===== src/rtl/pla_vg_pkg.sv =====
// -----------------------------------------------------------------------------
// pla_vg_pkg
//
// Shared definitions for the pipelined vg select/compare PLA.
//   - PLA_CH      : channel count the stage-1 record is sized for
//   - NUM_SRC     : number of selectable hi/lo source pairs
//   - mode_e      : source-select encodings carried on the 'mode' input
//   - src_bit()   : packed bit index of (source, channel) inside hi_in/lo_in
//   - s1_t        : stage-1 pipeline record (selected bits plus field flags)
// -----------------------------------------------------------------------------
package pla_vg_pkg;

    localparam int PLA_CH  = 2;
    localparam int NUM_SRC = 3;

    typedef enum logic [1:0] {
        MODE_SRC0 = 2'd0,
        MODE_SRC1 = 2'd1,
        MODE_SRC2 = 2'd2,
        MODE_NONE = 2'd3
    } mode_e;

    // hi_in/lo_in are packed source-major: bit [s*ch + c] is source s, channel c.
    function automatic int src_bit(input int s, input int c, input int ch);
        return s * ch + c;
    endfunction

    // Stage-1 record. The hi/lo vectors are sized by PLA_CH, so the top-level
    // CH parameter is expected to match PLA_CH.
    typedef struct packed {
        logic [PLA_CH-1:0] hi;
        logic [PLA_CH-1:0] lo;
        logic              all1;
        logic              all0;
        logic              lt;
    } s1_t;

endpackage


===== src/rtl/pla_vg_sat_cnt.sv =====
// -----------------------------------------------------------------------------
// pla_vg_sat_cnt
//
// Single saturating up-counter used once per channel for hit counting.
//   clk  : rising-edge clock
//   rst  : asynchronous active-high reset, clears the count
//   clr  : synchronous clear, wins over a simultaneous increment
//   inc  : add one this cycle unless already at all-ones
//   cnt  : current count (CNT_W bits)
// -----------------------------------------------------------------------------
module pla_vg_sat_cnt #(
    parameter int CNT_W = 8
) (
    input  logic             clk,
    input  logic             rst,
    input  logic             clr,
    input  logic             inc,
    output logic [CNT_W-1:0] cnt
);

    logic [CNT_W-1:0] cnt_d;
    logic [CNT_W-1:0] cnt_q;

    // Clear has priority so a clear on a hitting transfer lands at zero;
    // the count sticks at all-ones instead of wrapping.
    always_comb begin
        cnt_d = cnt_q;
        if (clr) begin
            cnt_d = '0;
        end else if (inc && (cnt_q != {CNT_W{1'b1}})) begin
            cnt_d = cnt_q + CNT_W'(1);
        end
    end

    always_ff @(posedge clk or posedge rst) begin
        if (rst) begin
            cnt_q <= '0;
        end else begin
            cnt_q <= cnt_d;
        end
    end

    assign cnt = cnt_q;

endmodule


===== src/rtl/pla_vg_match_pipe.sv =====
// -----------------------------------------------------------------------------
// pla_vg_match_pipe
//
// Two-stage pipelined select/compare PLA with valid/ready handshake and
// per-channel saturating hit counters.
//
// Ports:
//   clk, rst              : clock, asynchronous active-high reset
//   in_valid / in_ready   : input handshake (in_ready is combinational)
//   mode                  : source select, 0..2 = src0..src2, 3 = none
//   hi_in, lo_in          : 3*CH source bits, bit [s*CH+c] = source s, chan c
//   field, thresh         : FW-bit field and unsigned threshold
//   out_valid / out_ready : output handshake
//   hi_sel, lo_sel        : selected hi/lo bits per channel
//   ones_hit              : hi_sel & field all ones
//   zeros_hit             : lo_sel & field all zeros
//   cmp_hit               : (hi_sel & field<thresh) | (lo_sel & field>=thresh)
//   cnt_clr               : synchronous clear of all hit counters
//   hit_cnt               : per-channel counts, channel c at [c*CNT_W +: CNT_W]
// -----------------------------------------------------------------------------
module pla_vg_match_pipe
    import pla_vg_pkg::*;
#(
    parameter int CH    = PLA_CH,
    parameter int FW    = 14,
    parameter int CNT_W = 8
) (
    input  logic                  clk,
    input  logic                  rst,
    input  logic                  in_valid,
    output logic                  in_ready,
    input  logic [1:0]            mode,
    input  logic [NUM_SRC*CH-1:0] hi_in,
    input  logic [NUM_SRC*CH-1:0] lo_in,
    input  logic [FW-1:0]         field,
    input  logic [FW-1:0]         thresh,
    output logic                  out_valid,
    input  logic                  out_ready,
    output logic [CH-1:0]         hi_sel,
    output logic [CH-1:0]         lo_sel,
    output logic [CH-1:0]         ones_hit,
    output logic [CH-1:0]         zeros_hit,
    output logic [CH-1:0]         cmp_hit,
    input  logic                  cnt_clr,
    output logic [CH*CNT_W-1:0]   hit_cnt
);

    localparam int SRC0_LSB = src_bit(0, 0, CH);
    localparam int SRC1_LSB = src_bit(1, 0, CH);
    localparam int SRC2_LSB = src_bit(2, 0, CH);

    // Handshake
    logic s1_adv;
    logic s2_adv;
    logic out_xfer;

    // Stage 1 state
    logic s1_valid_d;
    logic s1_valid_q;
    s1_t  s1_data_d;
    s1_t  s1_data_q;

    // Stage 2 state
    logic          s2_valid_d;
    logic          s2_valid_q;
    logic [CH-1:0] s2_hi_d;
    logic [CH-1:0] s2_hi_q;
    logic [CH-1:0] s2_lo_d;
    logic [CH-1:0] s2_lo_q;
    logic [CH-1:0] s2_ones_d;
    logic [CH-1:0] s2_ones_q;
    logic [CH-1:0] s2_zeros_d;
    logic [CH-1:0] s2_zeros_q;
    logic [CH-1:0] s2_cmp_d;
    logic [CH-1:0] s2_cmp_q;

    // Combinational stage-1 inputs
    logic [CH-1:0] sel_hi;
    logic [CH-1:0] sel_lo;
    logic          fld_all1;
    logic          fld_all0;
    logic          fld_lt;

    logic [CH-1:0] cnt_inc;

    // A stage may move when it is empty or the stage after it is moving.
    // in_ready deliberately comes straight from out_ready and the stage
    // valids so a full pipe can still accept on the cycle it drains.
    always_comb begin
        s2_adv   = !s2_valid_q || out_ready;
        s1_adv   = !s1_valid_q || s2_adv;
        out_xfer = s2_valid_q && out_ready;
    end

    assign in_ready = s1_adv;

    // Source selection; MODE_NONE (and anything unlisted) selects nothing,
    // which forces every hit flag low while the beat still flows.
    always_comb begin
        sel_hi = '0;
        sel_lo = '0;
        case (mode)
            MODE_SRC0: begin
                sel_hi = hi_in[SRC0_LSB +: CH];
                sel_lo = lo_in[SRC0_LSB +: CH];
            end
            MODE_SRC1: begin
                sel_hi = hi_in[SRC1_LSB +: CH];
                sel_lo = lo_in[SRC1_LSB +: CH];
            end
            MODE_SRC2: begin
                sel_hi = hi_in[SRC2_LSB +: CH];
                sel_lo = lo_in[SRC2_LSB +: CH];
            end
            default: begin
                sel_hi = '0;
                sel_lo = '0;
            end
        endcase
    end

    // Field flags. Reduction operators keep FW=1 correct: all1 = field,
    // all0 = ~field.
    always_comb begin
        fld_all1 = &field;
        fld_all0 = ~|field;
        fld_lt   = (field < thresh);
    end

    // Stage 1 loads only on an accepted beat; when it moves without a new
    // beat it just goes empty and keeps its stale payload.
    always_comb begin
        s1_valid_d = s1_valid_q;
        s1_data_d  = s1_data_q;
        if (s1_adv) begin
            s1_valid_d = in_valid;
            if (in_valid) begin
                s1_data_d.hi   = sel_hi;
                s1_data_d.lo   = sel_lo;
                s1_data_d.all1 = fld_all1;
                s1_data_d.all0 = fld_all0;
                s1_data_d.lt   = fld_lt;
            end
        end
    end

    always_ff @(posedge clk or posedge rst) begin
        if (rst) begin
            s1_valid_q <= 1'b0;
            s1_data_q  <= '0;
        end else begin
            s1_valid_q <= s1_valid_d;
            s1_data_q  <= s1_data_d;
        end
    end

    // Stage 2 combines the per-channel selects with the shared field flags.
    // Payload is only replaced by a valid stage-1 beat, so outputs stay
    // stable while the downstream stalls.
    always_comb begin
        s2_valid_d = s2_valid_q;
        s2_hi_d    = s2_hi_q;
        s2_lo_d    = s2_lo_q;
        s2_ones_d  = s2_ones_q;
        s2_zeros_d = s2_zeros_q;
        s2_cmp_d   = s2_cmp_q;
        if (s2_adv) begin
            s2_valid_d = s1_valid_q;
            if (s1_valid_q) begin
                s2_hi_d    = s1_data_q.hi;
                s2_lo_d    = s1_data_q.lo;
                s2_ones_d  = s1_data_q.hi & {CH{s1_data_q.all1}};
                s2_zeros_d = s1_data_q.lo & {CH{s1_data_q.all0}};
                s2_cmp_d   = (s1_data_q.hi & {CH{s1_data_q.lt}})
                           | (s1_data_q.lo & {CH{~s1_data_q.lt}});
            end
        end
    end

    always_ff @(posedge clk or posedge rst) begin
        if (rst) begin
            s2_valid_q <= 1'b0;
            s2_hi_q    <= '0;
            s2_lo_q    <= '0;
            s2_ones_q  <= '0;
            s2_zeros_q <= '0;
            s2_cmp_q   <= '0;
        end else begin
            s2_valid_q <= s2_valid_d;
            s2_hi_q    <= s2_hi_d;
            s2_lo_q    <= s2_lo_d;
            s2_ones_q  <= s2_ones_d;
            s2_zeros_q <= s2_zeros_d;
            s2_cmp_q   <= s2_cmp_d;
        end
    end

    assign out_valid = s2_valid_q;
    assign hi_sel    = s2_hi_q;
    assign lo_sel    = s2_lo_q;
    assign ones_hit  = s2_ones_q;
    assign zeros_hit = s2_zeros_q;
    assign cmp_hit   = s2_cmp_q;

    // A channel counts a beat only when it leaves the block with a ones or
    // zeros hit; compare hits do not count.
    always_comb begin
        cnt_inc = {CH{out_xfer}} & (s2_ones_q | s2_zeros_q);
    end

    for (genvar c = 0; c < CH; c++) begin : g_cnt
        pla_vg_sat_cnt #(
            .CNT_W (CNT_W)
        ) u_cnt (
            .clk (clk),
            .rst (rst),
            .clr (cnt_clr),
            .inc (cnt_inc[c]),
            .cnt (hit_cnt[c*CNT_W +: CNT_W])
        );
    end

endmodule


===== config.mk =====
export PLATFORM = sky130hd
export DESIGN_NAME = pla_vg_match_pipe
export DESIGN_NICKNAME = d
export VERILOG_FILES = /design/src/rtl/pla_vg_pkg.sv /design/src/rtl/pla_vg_sat_cnt.sv /design/src/rtl/pla_vg_match_pipe.sv
export SDC_FILE = /design/constraint.sdc
export NUM_CORES = 1
export LEC_CHECK = 0
export ABC_CLOCK_PERIOD_IN_PS = 1600
export CAP_MARGIN = 40
export CORE_ASPECT_RATIO = 0.7
export CORE_MARGIN = 2
export CORE_UTILIZATION = 40
export CTS_CLUSTER_DIAMETER = 40
export CTS_CLUSTER_SIZE = 8
export DETAILED_ROUTE_END_ITERATION = 10
export PLACE_DENSITY = 0.77
export SLEW_MARGIN = 20
export SYNTH_ARGS = -nofsm -noshare
export SYNTH_HDL_FRONTEND = slang
export SYNTH_SLANG_ARGS = --single-unit

===== constraint.sdc =====
create_clock -name clk -period 1.6 [get_ports clk]
set_clock_uncertainty 0.15 [all_clocks]
set_input_delay 0.32 -clock clk [delete_from_list [all_inputs] [get_ports clk]]
set_output_delay 0.32 -clock clk [all_outputs]
set_load 0.02 [all_outputs]

=== Word level (Yosys, flattened, before mapping) ===
Cells that the tools add are included.

* Word-level logic and storage cells: 50
* Register bits after elaboration: 35
* Bits of input ports: 47

* Reductions and logical operators: 15
* Mux-type cells: 6
* Add/sub/neg operators: 2
* Magnitude comparators: 1
* Bitwise logic cells: 8
* Eq/ne operators: 4

{| class="wikitable"
|+ Operators with widths
! operator !! count
|-
| 8-bit two-way mux || 4
|-
| 8-bit by 1-bit adder with 8-bit output (second input constant) || 2
|-
| 8-bit != test (second input constant) || 2
|-
| 14-bit less-than comparator || 1
|-
| 14-bit AND reduction || 1
|-
| 14-bit OR reduction || 1
|-
| 2-bit case mux with 3 select lines || 2
|-
| 2-bit bitwise AND || 5
|-
| 2-bit OR || 2
|-
| 2-bit AND reduction || 2
|-
| 2-bit nonzero test || 2
|-
| 1-bit logical AND || 3
|-
| 1-bit logical NOT || 3
|-
| 2-bit by 1-bit equality test with 1-bit output (second input constant) || 1
|-
| 2-bit equality test (second input constant) || 1
|-
| 2-bit logical NOT || 1
|-
| 1-bit logical OR || 2
|-
| 1-bit inverter || 1
|}

=== Depth between registers and ports, before layout ===
* Depth in word-level cells: 5
* Depth in mapped cells: 7

=== Hierarchy ===
Synthesis repeated with hierarchy kept, for this count alone.

* Cells, all modules: 235
* Area total of the unflattened synthesis: 2,248.4 sq um

{| class="wikitable"
|+ Modules (own cells, without submodules)
! module !! cells an instance !! area each (sq um) !! seq. area each (sq um) !! instances
|-
| pla_vg_match_pipe || 137 || 1,239.9 || 475.5 || 1
|-
| pla_vg_sat_cnt || 49 || 504.2 || 200.2 || 2
|}

=== Worst setup path before layout ===
OpenSTA, ideal clock, no wires.

* Kind: reg-to-reg
* Start point: register g_cnt[1].u_cnt.cnt_q[3]
* End point: register g_cnt[1].u_cnt.cnt_q[5]
* Setup time: 0.078 ns
* Arrival: 1.535 ns
* Slack: -0.162 ns
* Stages on the path, launching flop included: 5
* Path through: dfrtp_1 -> and4_4 -> a311o_1 -> or3_1 -> a21oi_1

* Longest elaborated chain between the ends: 3
* Elaborated cells on any way between the ends: 6

{| class="wikitable"
|+ RTL lines
! what !! line !! text
|-
| start: declaration || pla_vg_sat_cnt.sv:22 || <nowiki>logic [CNT_W-1:0] cnt_q;</nowiki>
|-
| start signal: assignment || pla_vg_sat_cnt.sv:39 || <nowiki>cnt_q <= cnt_d;</nowiki>
|-
| 8-bit by 1-bit adder with 8-bit output or 8-bit != test (tied branches) || pla_vg_sat_cnt.sv:31, pla_vg_sat_cnt.sv:30 ||
|-
| 8-bit two-way mux or 1-bit logical AND (tied branches) || pla_vg_sat_cnt.sv:30 || <nowiki>end else if (inc && (cnt_q != {CNT_W{1'b1}})) begin</nowiki>
|-
| 8-bit two-way mux or 2-bit nonzero test (tied branches) || n/a ||
|}

Parallel ways exist; a longest one is shown, timed or not. The select of a mux whose other input is x is not followed.
A chain may end at the register's enable or synchronous reset.

=== Final worst setup path ===
* Start point: register g_cnt[1].u_cnt.cnt_q[0]
* End point: register g_cnt[1].u_cnt.cnt_q[5]

Same word-level chain as after synthesis.

==> impl_metrics.csv <==
group,metric,value,unit
setup_path,cp_top_family,"compound AO/OA/AOI/OAI gates",
timing,fmax,605,MHz
global_route,antenna_found_initial,0,
routing,first_iter_violations,71,
synth,synth-seq-area-share,43.9,%
global_route,gr-usage-met1,25.7,%
timing,slew_headroom,76.4,%
outcome,outcome,"finished with violations",
cts,cts.sinks,35,
cells_and_area,finalNonFillerCells,398,
synth,synth_common_cells,"dfrtp_1, nand2_1, nor2_1",
setup_path,worstPathCellList,"ha_4 > a311o_1 > or3_1 > a21oi_1",
cts,clock_path_buffers,2,
cts,cts_hold_buf,0,
cts,cts_tree,"yes",
global_route,use_met3,4.72,%
floorplan,die_h,63.1,um
setup_path,crit_fanout,4,
synth,synth_cells,218,
outcome,violations,"negative setup slack",
synth,syn_avg_cell_area,9.15,um^2
cells_and_area,area_growth,64.8,%
routing,drc,0,
timing,worst_pin_slew,0.352,ns
global_route,first_global_vias,1939,
synth,synth_cell_types,30,
timing,setup_viol,1,
run,maxCapViolations,0,
placement,port-buffer-count,74,
pwr,power_density,671,mW/mm^2
cells_and_area,layout.nets,390,
timing,fin_crit,1.65,ns
floorplan,start_util,41.7,%
floorplan,die-area,0.00558,mm^2
synth,netlist_area,0.00200,mm^2
floorplan,ioPinCount,75,
routing,via_per_inst,4.97,
global_route,track_usage,19.8,%
cts,numCtsBuffers,5,
floorplan,num_rows,21,
timing,period_share,103,%
cells_and_area,antenna_cells,0,
setup_path,crit_slowest_cell,"dfrtp_2",
global_route,grt_util_met2,32.0,%
min_path,min_path_type,"in2async",
cts,cts_root_buf,"clkbuf_8",
cts,cts.clk_slew.worst_paths,0.07,ns
synth,yosysMostFrequentCell,"dfrtp_1",
synth,synth.top_cells.by_area,"dfrtp_1, ha_1, nand2_1",
synth,synth_ff_type,"dfrtp_1",
synth,synth_top_area_share,43.9,%
synth,synth.yosys.warnings,0,
routing,dr_total_vias,1978,
synth,ys_ff_latch,35,
timing,finalHoldViolations,0,
placement,routabilityCongestion,0.767,
timing,setup_slack,-0.0520,ns
timing,fin_hold_ws,0.219,ns
routing,wl,5.36,mm
setup_path,critPathKind,"reg2reg",
global_route,grt_first_pass_wirelength,8.69,mm
routing,wire_per_inst,13.5,um
cts,htree_levels,2,
pwr,power_leakage,0.00154,uW
setup_path,critPathCaptureType,"flop",
cells_and_area,drive_above_1_share,23.4,%
placement,pre_cts_slack,-0.470,ns
setup_path,slowest_delay,0.43,ns
setup_path,cp.buffers_inverters,0,
routing,first_pass_iters,5,
synth,yosysTopAreaCell,"dfrtp_1",
pwr,max-vdd-ir-drop,0.315,mV
placement,placedCellCount,387,
cts,insertion_delay,0.29,ns
setup_path,crit_path_start_kind,"flop",
cells_and_area,utilization,68.8,%
global_route,top_usage_layer,"met2",
setup_path,required,1.66,ns
timing,rsz0062_at_grt,"true",
synth,synth-edff-count,0,
floorplan,die_x,88.4,um
synth,async_flop_share,100,%
timing,slew_violations,0,
placement,dp_hpwl,3.96,mm
global_route,grt_overflow,0,
routing,antenna_left,0,
synth,synth_nets,280,
setup_path,crit_arrival,1.71,ns
floorplan,core,0.00478,mm^2
global_route,grt_max_degree,36,
-- final timing paths --
kind	end	depth (start not counted)	slack (ns)	from
max	g_cnt[1].u_cnt.cnt[5]	4	-0.05	g_cnt[1].u_cnt.cnt[0]
min	g_cnt[1].u_cnt.cnt[2]	3	0.22	rst
max reg2reg	g_cnt[1].u_cnt.cnt[5]	4	-0.05	g_cnt[1].u_cnt.cnt[0]
min reg2reg	cmp_hit[0]	2	0.35	cmp_hit[0]
max in group asynchronous	g_cnt[1].u_cnt.cnt[6]	3	0.89	rst
min in group clk	s1_data_q[1]	4	0.34	field[9]
-- worst reg2reg max path, delay by kind of cell, from the launching register on --
family          cells  cell delay [ns]
simple gates        1             0.32
fa+ha+maj           1             0.17
compound gates      2             0.51
flops               1             0.43
-- area by class of cell --
class	count	area, um^2
inverter	15	56.3
fill	372	1490
sequential	35	886
multi-input combinational	163	1190
clock buffer	8	100
timing repair buffer	108	970
tap	69	86.3
-- cells in the final DEF (no fill, tap or decap), drive strengths merged, types with 2 or more instances in the layout --
master	count
o21ai	15
dlygate4sd2	24
nor3	3
o211ai	2
nor4	3
nand2	31
a211oi	5
nand2b	3
dlymetal6s2s	2
nor2b	2
xnor2	5
mux2	4
nand4	8
and3	2
a21oi	13
xor2	4
clkdlybuf4s15	3
ha	15
nand3	4
clkdlybuf4s50	39
clkbuf	10
inv	15
a41oi	2
dfrtp	35
buf	38
mux2i	10
nor2	24
-- stage by stage --
step	setup TNS [ns]	power (uW)	instance area [um^2]
floorplan	-0.0791	1220	2030
CTS	-0.0448	2210	3230
global route	-0.413	2330	3290
global placement	-9.56	1510	3100
detailed placement	-10.50	1530	3100
finish	-0.0520	2210	3290
-- what timing repair did --
action	in CTS	in global routing
pin swaps	12	5
resized for setup	49	25
setup endpoints to repair	49	16
setup buffers	1	2
-- state kept, by name, indices dropped and copies added (netlist names) --
register         count
lo_sel               2
s1_data_q            7
zeros_hit            2
hi_sel               2
s1_valid_q           1
out_valid            1
ones_hit             2
cmp_hit              2
g_cnt.u_cnt.cnt     16
-- logic make-up (layout without fill, tap and decap cells) --
group / Yosys count / after routing / share of synthesized area, %
xor+xnor: 9 / 9 / 3.95
fa+ha+maj: 15 / 15 / 9.40
flops: 35 / 35 / 43.9
mux: 14 / 14 / 7.27
buf+inv: 20 / 131 / 3.76
compound gates: 40 / 40 / 11.8
simple gates: 85 / 85 / 19.9
-- power by group --
part           switching (uW)  total (uW)  internal (uW)  leakage, uW
sequential               46.2         992            946     0.000455
combinational             239         511            273      0.00103
clock                     311         704            393    0.0000515
total                     596        2210           1610      0.00154
-- per-layer routing --
metal / share of wire [%] / routed length [um] / vias to the layer above
li1: - / - / 986
met1: 47 / 2500 / 919
met2: 46 / 2470 / 64
met3: 5.6 / 301 / 9
met4: 1.6 / 86 / 0
met5: 0 / 0 / -
Power figures use the tool's default switching activity.
